`src/rtl/noc_output_arbiter.sv`:
```
// rtl/noc_output_arbiter.sv - round-robin wormhole output-port arbiter with a one-flit output register
module noc_output_arbiter #(
  parameter int  NUM_REQ       = 5,
  parameter int  DATA_WIDTH    = 32,
  parameter int  MAX_PKT_FLITS = 16,
  localparam int IDX_W         = (NUM_REQ > 1) ? $clog2(NUM_REQ) : 1
) (
  input  logic                          clk,
  input  logic                          rst,
  input  logic [NUM_REQ-1:0]            req_valid,
  input  logic [NUM_REQ*DATA_WIDTH-1:0] req_data,
  input  logic [NUM_REQ-1:0]            req_last,
  output logic [NUM_REQ-1:0]            req_ready,
  output logic                          out_valid,
  output logic [DATA_WIDTH-1:0]         out_data,
  output logic                          out_last,
  input  logic                          out_ready,
  output logic                          grant_valid,
  output logic [IDX_W-1:0]              grant_idx,
  output logic                          err_overlength
);

  typedef enum logic {
    IDLE,
    LOCKED
  } state_t;

  // Flit count at which a packet without a tail is forcibly terminated.
  localparam logic [7:0]       CNT_LIMIT = 8'(MAX_PKT_FLITS - 1);
  localparam logic [IDX_W-1:0] LAST_IDX  = IDX_W'(NUM_REQ - 1);

  state_t                  state;
  state_t                  state_nxt;
  logic [IDX_W-1:0]        rr_ptr;
  logic [IDX_W-1:0]        rr_after_grant;
  logic [IDX_W-1:0]        winner;
  logic                    any_req;
  logic [7:0]              flit_cnt;
  logic                    sel_valid;
  logic                    sel_last;
  logic [DATA_WIDTH-1:0]   sel_data;
  logic                    out_free;
  logic                    accept;
  logic                    overlen;
  logic                    pkt_end;

  // Round-robin search: first valid requester at or above rr_ptr, wrapping.
  always_comb begin
    logic [IDX_W-1:0] cand;
    winner  = rr_ptr;
    any_req = 1'b0;
    cand    = rr_ptr;
    for (int i = 0; i < NUM_REQ; i++) begin
      if (!any_req && req_valid[cand]) begin
        winner  = cand;
        any_req = 1'b1;
      end
      cand = (cand == LAST_IDX) ? '0 : cand + 1'b1;
    end
  end

  // Mux the locked requester's flit, valid and tail marker.
  always_comb begin
    sel_valid = 1'b0;
    sel_last  = 1'b0;
    sel_data  = '0;
    for (int k = 0; k < NUM_REQ; k++) begin
      if (grant_idx == IDX_W'(k)) begin
        sel_valid = req_valid[k];
        sel_last  = req_last[k];
        sel_data  = req_data[k*DATA_WIDTH +: DATA_WIDTH];
      end
    end
  end

  // The output register can take a flit when empty or draining this cycle.
  assign out_free       = !out_valid || out_ready;
  assign accept         = (state == LOCKED) && sel_valid && out_free;
  assign overlen        = accept && !sel_last && (flit_cnt == CNT_LIMIT);
  assign pkt_end        = accept && (sel_last || overlen);
  assign rr_after_grant = (grant_idx == LAST_IDX) ? '0 : grant_idx + 1'b1;
  assign grant_valid    = (state == LOCKED);

  // Only the locked requester sees ready; nobody is accepted while arbitrating.
  always_comb begin
    req_ready = '0;
    if (state == LOCKED) begin
      for (int k = 0; k < NUM_REQ; k++) begin
        req_ready[k] = (grant_idx == IDX_W'(k)) && out_free;
      end
    end
  end

  // State register.
  always_ff @(posedge clk) begin
    if (rst) begin
      state <= IDLE;
    end else begin
      state <= state_nxt;
    end
  end

  // Next state: lock onto a winner, release after the tail (real or forced).
  always_comb begin
    state_nxt = state;
    case (state)
      IDLE:    if (any_req) state_nxt = LOCKED;
      LOCKED:  if (pkt_end) state_nxt = IDLE;
      default: state_nxt = IDLE;
    endcase
  end

  // Grant index, round-robin pointer, packet flit counter and sticky error.
  always_ff @(posedge clk) begin
    if (rst) begin
      grant_idx      <= '0;
      rr_ptr         <= '0;
      flit_cnt       <= '0;
      err_overlength <= 1'b0;
    end else begin
      if (state == IDLE && any_req) begin
        grant_idx <= winner;
        flit_cnt  <= '0;
      end else if (accept) begin
        flit_cnt <= flit_cnt + 8'd1;
      end
      if (pkt_end) begin
        rr_ptr <= rr_after_grant;
      end
      if (overlen) begin
        err_overlength <= 1'b1;
      end
    end
  end

  // Output register: load on accept, hold while stalled, clear after a plain drain.
  always_ff @(posedge clk) begin
    if (rst) begin
      out_valid <= 1'b0;
      out_data  <= '0;
      out_last  <= 1'b0;
    end else if (accept) begin
      out_valid <= 1'b1;
      out_data  <= sel_data;
      out_last  <= sel_last || overlen;
    end else if (out_ready) begin
      out_valid <= 1'b0;
    end
  end

endmodule

```
`config.mk`:
```
export PLATFORM = sky130hd
export DESIGN_NAME = noc_output_arbiter
export DESIGN_NICKNAME = d
export VERILOG_FILES = /design/src/rtl/noc_output_arbiter.sv
export SDC_FILE = /design/constraint.sdc
export NUM_CORES = 1
export LEC_CHECK = 0
export CAP_MARGIN = 20
export CORE_ASPECT_RATIO = 2
export CORE_MARGIN = 2
export CORE_UTILIZATION = 43
export DETAILED_ROUTE_END_ITERATION = 16
export PLACE_DENSITY = 0.92
export SETUP_SLACK_MARGIN = 0.4
export SYNTH_ARGS = -nofsm -noshare
export SYNTH_HDL_FRONTEND = slang
export SYNTH_SLANG_ARGS = --single-unit
```
`constraint.sdc`:
```
create_clock -name clk -period 10.5 [get_ports clk]
set_input_delay 2.1 -clock clk [delete_from_list [all_inputs] [get_ports clk]]
set_output_delay 2.1 -clock clk [all_outputs]
set_load 0.01 [all_outputs]
```
==> flow_summary.json <==
{
  "status": "finished clean",
  "drive_above_1_share_pct": 4.18,
  "ys_seq_area_share_pct": 25.3,
  "cts.clk_slew.worst_paths_ns": 0.07,
  "cts_root_buffer": "clkbuf_16",
  "rsz0062_at_grt": "no",
  "hold_viol": 0,
  "avgSynthCellArea_sq_um": 7.06,
  "numCtsBuffers": 5,
  "skew_ns": 0.00427,
  "place_area_sq_um": 6110,
  "final_max_slew_viol_count": 0,
  "cts.repair.resized": 0,
  "finalPower_uw": 1470,
  "ys_seq_elements": 50,
  "clk_latency_ns": 0.29,
  "cp_cell_sequence": "clkdlybuf4s50_1, nand2b_1, nand2_1, inv_1, and3_1, clkdlybuf4s50_1",
  "post-route-period-util_pct": 54.7,
  "irDropWorstVdd_mv": 0.176,
  "first_global_vias": 5239,
  "drc": 0,
  "tightestPinTransition_ns": 1.03,
  "cp-end-kind": "output port",
  "syn_to_final_growth_pct": 59.1,
  "cts_hold_buf": 0,
  "hpwl_um": 12400,
  "h-tree-depth": 2,
  "worstHoldPathType": "reg -> reg",
  "switchingPower_uw": 677,
  "syn-num-nets": 746,
  "syn_inst": 560,
  "io_buffers": 216,
  "vias": 5235,
  "cts.sinks": 50,
  "seq_area_sq_um": 1000,
  "maxCapViolCount": 0,
  "fp-row-count": 49,
  "antenna_found_initial": 0,
  "coreArea_sq_um": 8950,
  "relSlewSlack_pct": 31.1,
  "drtPass1Iterations": 7,
  "overflow": 0,
  "die_x_um": 71.8,
  "ys.flop_type": "dfxtp_1",
  "path_delay_family": "buffers and inverters",
  "worstPathArrival_ns": 3.64,
  "cts_tree": "yes",
  "multi_input_area_sq_um": 2730,
  "finalCriticalPeriod_ns": 5.74,
  "routedWlPerCell_um": 19.4,
  "synth.area.top_cells": "dfxtp_1 25%, nor2_1 11%, o311ai_0 8.0%, a221oi_1 7.5%, a21oi_1 5.3%",
  "r2r_setup_slack_ns": 5.66,
  "cp-start-kind": "primary input",
  "yosysUniqueCellTypes": 53,
  "die-area_sq_um": 10000,
  "grt_usage_pct": 32.5,
  "synth_edf_count": 0,
  "wl_um": 16300,
  "cp_slowest_cell": "clkdlybuf4s50_1",
  "max_clock_freq_mhz": 174,
  "crit_fanout": 4,
  "start_util_pct": 44.2,
  "design_area_sq_um": 6290,
  "ios": 217,
  "setup_violations": 0,
  "p_int_uw": 794,
  "switching_share_pct": 46.0,
  "die_h_um": 140,
  "drt-initial-drc-count": 438,
  "synth_area_sq_um": 3950,
  "async_reset_ff_share_pct": 0,
  "synth.top_cell.area_share_pct": 25.3,
  "p_comb_share_pct": 66.8,
  "cpMostUsedCell": "clkdlybuf4s50_1",
  "clkPwrFrac_pct": 13.0,
  "crit_type": "in -> out",
  "grt_pass1_wl_um": 25600,
  "leakage_uw": 0.00221,
  "p_seq_share_pct": 20.2,
  "fin_tns_setup_ns": 0,
  "crit_buf_inv": 3,
  "cts_buffer_depth": 2,
  "route.antenna.remaining_nets": 0,
  "antenna_cells": 0,
  "slowest_delay_ns": 0.53,
  "place_congestion": 0.927,
  "final_nets": 926,
  "grt_max_degree": 70,
  "p_per_area_nw_per_um2": 234,
  "critical_path_required_ns": 8.40,
  "post_cts_buffers": 0,
  "yosys.area.top_type": "dfxtp_1",
  "n_fill_cell": 724,
  "viasPerCell": 6.21,
  "yosys_warnings": 0
}
path summary, 6_finish.rpt:
check	from	depth (start not counted)	end
worst max-delay path	out_ready	6	req_ready[0]
worst min-delay path	err_overlength	2	err_overlength
worst max register to register	rr_ptr[0]	17	flit_cnt[7]
worst min register to register	err_overlength	2	err_overlength
final cells by class:
class / instances / share of cell area (%)
tap: 102 / 2.03
timing repair buffer: 222 / 35.0
sequential: 50 / 15.9
clock buffer: 6 / 2.21
inverter: 13 / 0.776
multi-input combinational: 448 / 43.4
clock inverter: 2 / 0.617
cell usage after synthesis, drive strengths merged (2+ instances only):
cell type / count
nor2: 121
nand2: 51
dfxtp: 50
a21oi: 44
clkbuf: 44
o21ai: 41
o311ai: 36
a221oi: 34
ha: 13
inv: 13
mux2i: 12
nand3: 9
and2: 7
and3: 7
nand2b: 6
nor2b: 6
buf: 5
a21o: 4
nand4: 4
xnor2: 4
a311o: 3
mux2: 3
nor4: 3
xor2: 3
a22o: 2
a2bb2o: 2
a31oi: 2
a32oi: 2
and4: 2
nor3: 2
nor3b: 2
o221ai: 2
o31ai: 2
or2: 2
or3: 2
or4: 2
layer usage:
| layer | part of all wire [%] | up-vias | GRT usage, % | wire length (um) |
|---|---|---|---|---|
| met3 | 6.4 | 78 | 5.50 | 1040 |
| li1 | - | 2428 | - | - |
| met4 | 7.0 | 0 | 21.0 | 1140 |
| met5 | 0 | - | 0 | 0 |
| met2 | 53 | 304 | 58.9 | 8660 |
| met1 | 34 | 2425 | 32.8 | 5480 |
layout by cell type (no fill, tap or decap), types with 2 or more instances in the layout:
master | Yosys | layout
clkbuf_16 | 0 | 5
a21oi_2 | 2 | 2
nor2_1 | 121 | 121
a221oi_1 | 34 | 34
o311ai_0 | 36 | 36
nand3_1 | 9 | 9
or2_2 | 2 | 2
xor2_1 | 3 | 3
a21o_1 | 4 | 4
nor4_1 | 3 | 3
xnor2_1 | 4 | 4
clkdlybuf4s50_1 | 0 | 215
and3_1 | 7 | 7
nand2_1 | 51 | 49
or3_1 | 2 | 2
a31oi_1 | 2 | 2
nand2_2 | 0 | 2
nor2b_2 | 0 | 2
o221ai_1 | 2 | 2
a32oi_1 | 2 | 2
a311o_1 | 3 | 3
ha_1 | 13 | 12
buf_4 | 0 | 6
a21oi_1 | 42 | 42
a22o_1 | 2 | 2
o21ai_0 | 41 | 41
inv_1 | 13 | 13
nand2b_1 | 6 | 6
and2_1 | 7 | 7
nor2b_1 | 6 | 4
a2bb2o_1 | 2 | 2
dfxtp_1 | 50 | 50
or4_1 | 2 | 2
nand4_1 | 4 | 4
mux2_2 | 2 | 2
o31ai_1 | 2 | 2
mux2i_1 | 12 | 12
nor3_1 | 2 | 2
metrics by stage:
step	worst slack, ns	hold WS, ns	util (%)	std cells
floorplan	5.79	0.460	-	560
finish	4.76	0.478	70.3	843
CTS	4.76	0.480	70.3	843
global placement	4.81	0.466	68.3	835
global route	4.68	0.515	70.3	843
detailed placement	4.76	0.464	68.3	835
power by group through the flow:
stage / logic (uW) / clock network [uW] / registers (uW)
floorplan: 593 / 0 / 306
detailed placement: 975 / 0 / 298
global route: 1080 / 205 / 304
CTS: 979 / 196 / 295
global placement: 957 / 0 / 295
finish: 982 / 191 / 297
registers in the layout, indices dropped and copies added (netlist names):
signal and flops:
out_last 1, err_overlength 1, flit_cnt 8, rr_ptr 3
grant_idx 3, out_data 32, out_valid 1, grant_valid 1
worst min-delay path, cell delays in order, from the launching register on:
cell and delay, ns:
dfxtp_1 0.33, a31oi_1 0.04, nor2_1 0.07
kinds of logic after synthesis:
| group | after synthesis | share of synthesized area, % |
|---|---|---|
| simple gates | 227 | 25.0 |
| compound gates | 185 | 33.5 |
| buf+inv | 62 | 5.98 |
| flops | 50 | 25.3 |
| mux | 16 | 4.46 |
| fa+ha+maj | 13 | 4.12 |
| xor+xnor | 7 | 1.55 |
(Power assumes the default switching activity.)
